===== src/rtl/vote_tally.sv =====
// vote_tally: clocked voting session controller.
// Runs one session at a time: collects one ballot per voter (first ballot wins)
// plus a chair ballot within a bounded window, then publishes a registered
// pass/fail verdict with a one-cycle done pulse.
//
// Ports:
//   clk        - sole clock, rising edge
//   reset      - synchronous active-high reset
//   start      - opens a session (sampled only in IDLE)
//   cast[N]    - per-voter ballot strobes
//   yes[N]     - per-voter ballot values, qualified by cast
//   chair_cast - chair ballot strobe
//   chair_yes  - chair ballot value, qualified by chair_cast
//   busy       - high while the session is open
//   done       - one-cycle verdict pulse
//   pass       - verdict, held until the next accepted start
//   yes_cnt    - accepted yes ballots from ordinary voters
//   voted      - mask of voters whose ballot was accepted
module vote_tally #(
    parameter int N       = 4,
    parameter int THRESH  = 2,
    parameter int TIMEOUT = 16,
    parameter int CW      = $clog2(N + 1)
) (
    input  logic          clk,
    input  logic          reset,
    input  logic          start,
    input  logic [N-1:0]  cast,
    input  logic [N-1:0]  yes,
    input  logic          chair_cast,
    input  logic          chair_yes,
    output logic          busy,
    output logic          done,
    output logic          pass,
    output logic [CW-1:0] yes_cnt,
    output logic [N-1:0]  voted
);

    localparam int TW = (TIMEOUT > 1) ? $clog2(TIMEOUT) : 1;
    localparam logic [TW-1:0] TIMER_LAST = TW'(TIMEOUT - 1);

    localparam logic [1:0] S_IDLE = 2'd0;
    localparam logic [1:0] S_OPEN = 2'd1;
    localparam logic [1:0] S_DONE = 2'd2;

    logic [1:0]    state, state_n;
    logic [TW-1:0] timer, timer_n;
    logic          chair_voted, chair_voted_n;
    logic          chair_yes_l, chair_yes_l_n;
    logic          pass_n;
    logic [CW-1:0] yes_cnt_n;
    logic [N-1:0]  voted_n;
    logic [N-1:0]  accept;
    logic [CW-1:0] yes_inc;

    // Only voters that have not yet voted are accepted; first ballot wins.
    assign accept = cast & ~voted;

    always_comb begin
        yes_inc = '0;
        for (int i = 0; i < N; i++) begin
            yes_inc = yes_inc + CW'(accept[i] & yes[i]);
        end
    end

    always_comb begin
        state_n       = state;
        timer_n       = timer;
        chair_voted_n = chair_voted;
        chair_yes_l_n = chair_yes_l;
        pass_n        = pass;
        yes_cnt_n     = yes_cnt;
        voted_n       = voted;
        case (state)
            S_IDLE: begin
                if (start) begin
                    state_n       = S_OPEN;
                    timer_n       = '0;
                    chair_voted_n = 1'b0;
                    chair_yes_l_n = 1'b0;
                    pass_n        = 1'b0;
                    yes_cnt_n     = '0;
                    voted_n       = '0;
                end
            end
            S_OPEN: begin
                voted_n   = voted | cast;
                yes_cnt_n = yes_cnt + yes_inc;
                if (chair_cast && !chair_voted) begin
                    chair_voted_n = 1'b1;
                    chair_yes_l_n = chair_yes;
                end
                timer_n = timer + TW'(1);
                // Ballots on the final timer edge still count toward the verdict.
                if (((&voted_n) && chair_voted_n) || (timer == TIMER_LAST)) begin
                    state_n = S_DONE;
                    // Absent chair vetoes; absent voters count as no.
                    pass_n  = chair_voted_n & chair_yes_l_n & (yes_cnt_n >= CW'(THRESH));
                end
            end
            S_DONE: begin
                state_n = S_IDLE;
            end
            default: begin
                state_n = S_IDLE;
            end
        endcase
    end

    always_ff @(posedge clk) begin
        if (reset) begin
            state       <= S_IDLE;
            timer       <= '0;
            chair_voted <= 1'b0;
            chair_yes_l <= 1'b0;
            pass        <= 1'b0;
            yes_cnt     <= '0;
            voted       <= '0;
            busy        <= 1'b0;
            done        <= 1'b0;
        end else begin
            state       <= state_n;
            timer       <= timer_n;
            chair_voted <= chair_voted_n;
            chair_yes_l <= chair_yes_l_n;
            pass        <= pass_n;
            yes_cnt     <= yes_cnt_n;
            voted       <= voted_n;
            busy        <= (state_n == S_OPEN);
            done        <= (state_n == S_DONE);
        end
    end

endmodule


===== config.mk =====
export PLATFORM = sky130hd
export DESIGN_NAME = vote_tally
export DESIGN_NICKNAME = d
export VERILOG_FILES = /design/src/rtl/vote_tally.sv
export SDC_FILE = /design/constraint.sdc
export NUM_CORES = 1
export LEC_CHECK = 0
export ABC_AREA = 0
export BUFFER_PORTS_ARGS = -buffer_cell sky130_fd_sc_hd__buf_2
export CORE_MARGIN = 5
export CORE_UTILIZATION = 29
export DETAILED_ROUTE_END_ITERATION = 16
export SYNTH_ARGS = -nofsm -noshare
export SYNTH_HDL_FRONTEND = slang
export SYNTH_SLANG_ARGS = --single-unit

===== constraint.sdc =====
create_clock -name clk -period 5.3 [get_ports clk]
set_input_delay 0.53 -clock clk [delete_from_list [all_inputs] [get_ports clk]]
set_output_delay 0.53 -clock clk [all_outputs]
set_load 0.02 [all_outputs]

==> metrics.yaml, run 1 <==
outcome:
  outcome: "completed"
min_path:
  hold_class: "register to register"
  min-delay-start: "voted[0]"
yosys:
  yosys.area.top_type: "dfxtp_1"
  synth_fp_nets: 124
  netlist_top_cells_area: "dfxtp_1 (40%), fa_1 (6.6%), nor2b_1 (5.5%)"
  synth_edf_count: 0
  synth_cell_types: 29
  yosys_register_bits: 18
  synthMuxAreaShare_pct: 4.821
  synthCells: 107
  seq_area_frac_synth_pct: 39.67
  synth_xor_area_share_pct: 0.9642
  synth.avg_cell_area_um2: 8.489
  synthArstFlopShare_pct: 0
  synth_ff_type: "dfxtp_1"
  synthAdderAreaFrac_pct: 7.989
  synth_simple_gate_area_share_pct: 25.34
  synth-compound-area-share_pct: 17.22
  netlist.area_leader.share_pct: 39.67
  synth_commonest_cells: "dfxtp_1 (18), nor2_1 (13), nand2_1 (10)"
  yosys_warnings: 0
  netlist_area_um2: 908.4
  yosysMostFrequentCell: "dfxtp_1"
  synth_top_family_by_area: "simple AND/OR/NAND/NOR gates"
clock_network:
  cts_setup_buffers: 0
  cts_tree: "yes"
  cts_max_path_buffers: 2
  cts.clk_slew.worst_paths_ns: 0.11
  cts_max_level: 1
  clock_sinks: 18
  cts_hold_buf: 0
  numCtsBuffers: 3
  clk-insertion-delay-late_ns: 0.31
  cts.repair.resized: 0
  cts-root-buf: "clkbuf_4"
worst_setup_path:
  cp-startpoint: "voted[0]"
  critPathCaptureType: "register"
  crit_chain: "nand3b_1 > fa_1 > inv_1 > fa_1 > fa_1 > xor2_1 > o221ai_1 > nor3_1 > mux2_1"
  critPathBufInv: 1
  path_delay_family: "adder cells"
  cp.required_ns: 5.51
  cp_max_fo: 5
  cp_common_cell: "fa_1"
  worstSetupPathType: "register to register"
  slowest_stage: "fa_1"
  cp-start-kind: "register"
  cp.arrival_ns: 2.97
  rr_startpoint: "voted[0]"
  slowest_delay_ns: 0.52
route:
  drc_errors: 0
  totalWireLength_mm: 2.089
  wl_per_cell_um: 12.08
  vias: 801
  drt-initial-drc-count: 46
  drtAntennaViolNets: 0
  via_per_inst: 4.630
  drt-pass1-iter-count: 4
pwr:
  p_switching_mw: 0.08112
  seq_power_share_pct: 52.2
  p_comb_share_pct: 16.8
  swShare_pct: 28.55
  p_leak_nw: 0.4771
  p_int_mw: 0.2030
  p_per_area_nw_per_um2: 260.1
  vdd_ir_drop_max_mv: 0.07221
  power.share.clock_pct: 30.9
grt:
  antenna_found_initial: 0
  grt_pass1_vias: 816
  gr-total-overflow: 0
  grt_pass1_wl_mm: 3.670
  grt_max_degree: 19
  grt_use_total_pct: 11.05
final_layout:
  antenna_cells: 0
  drive_gt1_share_pct: 23.26
  area_growth_pct: 20.25
  final_util_pct: 36.07
  fin_nets: 147
die:
  die_w_um: 65.97
  io_pins: 23
  die_h_um: 65.97
  rows: 20
  start_util_pct: 30.00
  coreArea_um2: 3028
  die_area_um2: 4351
sta:
  finalHoldViolCount: 0
  fin_crit_sh_pct: 52.08
  rsz0062_at_grt: "false"
  slew_headroom_pct: 67.88
  setup_viol: 0
  worst_pin_slew_ns: 0.4812
  report.final.slew_viol_count: 0
  fmax_mhz: 362.3
  period_needed_ns: 2.760
  fin_skew_ns: 0.01165
  setup_tns_ns: 0
job:
  max-cap-violations: 0
placed_design:
  gp_congestion: 0.7536
  numPortBuffers: 22
  post-dp-hpwl_mm: 1.536
[worst register-to-register path: cells and delay by family, from the launching register on]
kind                       cells  cell delay [ns]
adders and majority gates      3             1.37
DFF                            1             0.36
muxes                          1             0.28
and+or+nand+nor                2             0.26
AOI/OAI and AO/OA              1             0.18
xor gates and xnor gates       1             0.16
buffers and inverters          1             0.06
[cells in the final DEF, fill, tap and decap left out, drive strengths merged, types with 3 or more instances in the layout]
master and n:
o21ai 7, nand2 10, dfxtp 18, fa 3
nor2b 8, a21oi 7, buf 22, clkbuf 4
inv 5, nor3 6, mux2 3, nor2 13
a22oi 5
[metrics by stage]
step / hold slack, ns / std cells / cell area [um2] / power [mW] / setup slack [ns]
finish: 0.5093 / 173 / 1092 / 0.2841 / 2.540
global route: 0.5336 / 173 / 1092 / 0.3014 / 2.412
CTS: 0.5092 / 173 / 1092 / 0.2881 / 2.516
detailed placement: 0.4905 / 169 / 1056 / 0.1992 / 2.313
global placement: 0.4820 / 169 / 1056 / 0.1987 / 2.400
floorplan: 0.4721 / 107 / 908.4 / 0.1828 / 2.548
[kinds of logic after synthesis]
group	Yosys count
fa+ha+maj	4
flops	18
xor+xnor	1
mux	4
compound gates	25
buf+inv	9
simple gates	46
[sequential cells by signal (all words and copies together) (netlist names)]
| register | cells |
|---|---|
| voted | 4 |
| yes_cnt | 3 |
| chair_yes_l | 1 |
| done | 1 |
| timer | 4 |
| pass | 1 |
| state | 2 |
| chair_voted | 1 |
| busy | 1 |
[final timing paths]
check        cells past startpoint  slack [ns]       end
min reg2reg                      2        0.51  voted[0]
max reg2reg                      9        2.54      pass
max                              9        2.54      pass
min                              2        0.51  voted[0]
[power groups by stage]
stage | clock [mW] | sequential [mW] | combinational (mW)
floorplan | 0 | 0.153 | 0.0295
global placement | 0 | 0.151 | 0.0476
detailed placement | 0 | 0.152 | 0.0476
CTS | 0.0912 | 0.149 | 0.0484
global route | 0.0971 | 0.150 | 0.0545
finish | 0.0879 | 0.148 | 0.0478
[final cells by class]
class	count	area (um2)
clock buffers	4	36.28
fillers	323	1936
inverters	5	18.77
multi-input cells	80	511.7
flip-flops and latches	18	360.3
well taps	44	55.05
repair buffers	22	110.1
[layer usage]
metal | GRT usage (%) | up-vias | wire (um) | share of wire, %
met2 | 17.77 | 20 | 940 | 45
met1 | 12.98 | 365 | 970 | 46
met4 | 6.853 | 0 | 61 | 2.9
li1 | - | 411 | - | -
met3 | 2.891 | 5 | 116 | 5.6
met5 | 0 | - | 0 | 0
No activity file was read; power rests on OpenSTA's default activity.
==> run 2: changes to the inputs <==
==> constraint.sdc (replaced) <==
create_clock -name clk -period 2.3 [get_ports clk]
set_input_delay 0.23 -clock clk [delete_from_list [all_inputs] [get_ports clk]]
set_output_delay 0.23 -clock clk [all_outputs]
set_load 0.02 [all_outputs]
==> metrics.yaml, run 2 (synthesis results as in run 1) <==
outcome:
  outcome: "complete, but fails checks"
  violations: "negative setup slack"
placed_design:
  post-dp-hpwl_mm: 1.648
  placed_area_um2: 1120
  pre_cts_slack_ns: -0.2205
  numPortBuffers: 22
  dp_cells: 176
  gp_congestion: 0.7791
sta:
  setup_viol: 2
  report.final.slew_viol_count: 0
  period_needed_ns: 2.522
  worst_pin_slew_ns: 0.4677
  setup_tns_ns: -0.3908
  fmax_mhz: 396.5
  finalHoldViolCount: 0
  setup_slack_ns: -0.2223
  slew_headroom_pct: 68.78
  fin_crit_sh_pct: 109.7
  timing.hold.ws_ns: 0.2690
  fin_skew_ns: 0.008978
  rsz0062_at_grt: "true"
route:
  drt-initial-drc-count: 26
  drtAntennaViolNets: 0
  totalWireLength_mm: 2.246
  wl_per_cell_um: 12.41
  drc_errors: 0
  drt-pass1-iter-count: 4
  via_per_inst: 4.641
  vias: 840
final_layout:
  layout.cells.most_common: "buf_2"
  drive_gt1_share_pct: 33.58
  largestRegisters: "timer x4, voted x4, yes_cnt x3"
  fin_nets: 155
  area_growth_pct: 30.72
  final_cell_mix: "buf_2 (22), dfxtp_1 (15), nor2_1 (13)"
  antenna_cells: 0
  final_util_pct: 39.21
  instances_no_fill: 181
  finalInstanceArea_um2: 1187
worst_setup_path:
  cp-start-kind: "register"
  worstSetupPathType: "register to register"
  r2r_end: "pass"
  critPathCaptureType: "register"
  cp.required_ns: 2.49
  cp.arrival_ns: 2.71
  reg2reg_slack_ns: -0.22
  rr_startpoint: "voted[2]"
  ff2ff_path_depth: 9
  cp_max_fo: 2
pwr:
  power.share.clock_pct: 29.7
  p_leak_nw: 0.5209
  p_int_mw: 0.4803
  seq_power_share_pct: 50.8
  vdd_ir_drop_max_mv: 0.2044
  p_comb_share_pct: 19.5
  p_switching_mw: 0.1896
  p_per_area_nw_per_um2: 564.2
  power_mw: 0.6699
  swShare_pct: 28.30
die:
  die_h_um: 65.97
  rows: 20
  io_pins: 23
  die_w_um: 65.97
  coreArea_um2: 3028
  die_area_um2: 4351
  start_util_pct: 30.00
clock_network:
  cts-root-buf: "clkbuf_4"
  numCtsBuffers: 3
  cts_hold_buf: 0
  clock_sinks: 18
  cts_max_level: 1
  cts_tree: "yes"
  clk-insertion-delay-late_ns: 0.30
  cts_max_path_buffers: 2
  cts.clk_slew.worst_paths_ns: 0.11
grt:
  grt_pass1_vias: 834
  grt_pass1_wl_mm: 3.857
  grt_use_total_pct: 11.46
  grt_max_degree: 19
  gr-total-overflow: 0
  antenna_found_initial: 0
min_path:
  min_to: "busy"
  hold_class: "input port to register"
  hold_depth: 3
  min-delay-start: "start"
job:
  max-cap-violations: 0
run 2: routing by layer:
layer / GRT usage (%) / vias to the layer above / share of wire (%)
met5: 0 / - / 0
met2: 17.90 / 25 / 47
met1: 14.89 / 387 / 46
met3: 3.571 / 2 / 5.5
li1: - / 426 / -
met4: 3.807 / 0 / 0.85
run 2: power groups by stage:
stage	registers (mW)	logic, mW	clock network [mW]
5_1_grt	0.343	0.146	0.223
2_1_floorplan	0.354	0.0693	0
6_report	0.340	0.131	0.199
3_5_place_dp	0.347	0.125	0
3_3_place_gp	0.347	0.123	0
4_1_cts	0.340	0.128	0.207
run 2: worst max-delay path by stage:
| stage | startpoint | endpoint |
|---|---|---|
| after floorplan | voted[2] | pass |
| after global placement | voted[2] | pass |
| after detailed placement | voted[0] | pass |
| after CTS | voted[0] | pass |
| after global routing | voted[2] | pass |
| final | voted[2] | pass |
run 2: cell type report:
cell class | count | area, um2
Clock buffer | 4 | 36.28
Fill cell | 318 | 1841
Inverter | 5 | 18.77
Multi-Input combinational cell | 80 | 536.8
Sequential cell | 18 | 366.6
Tap cell | 44 | 55.05
Timing Repair Buffer | 30 | 173.9
run 2: what timing repair did:
| item | in CTS | in global routing |
|---|---|---|
| gates resized for setup | 2 | 5 |
| buffers inserted | 1 | 1 |
| gates cloned | 0 | 0 |
| setup endpoints to repair | 2 | 3 |
| pin swaps | 3 | 3 |
run 2: worst max-delay path, cell delays in order, from the launching register on:
cell and delay, ns:
dfxtp_2 0.33, nand3b_1 0.17, fa_1 0.52, inv_1 0.05
fa_2 0.34, fa_2 0.36, xor2_1 0.15, o221ai_1 0.15
nor3_1 0.07, mux2_4 0.27
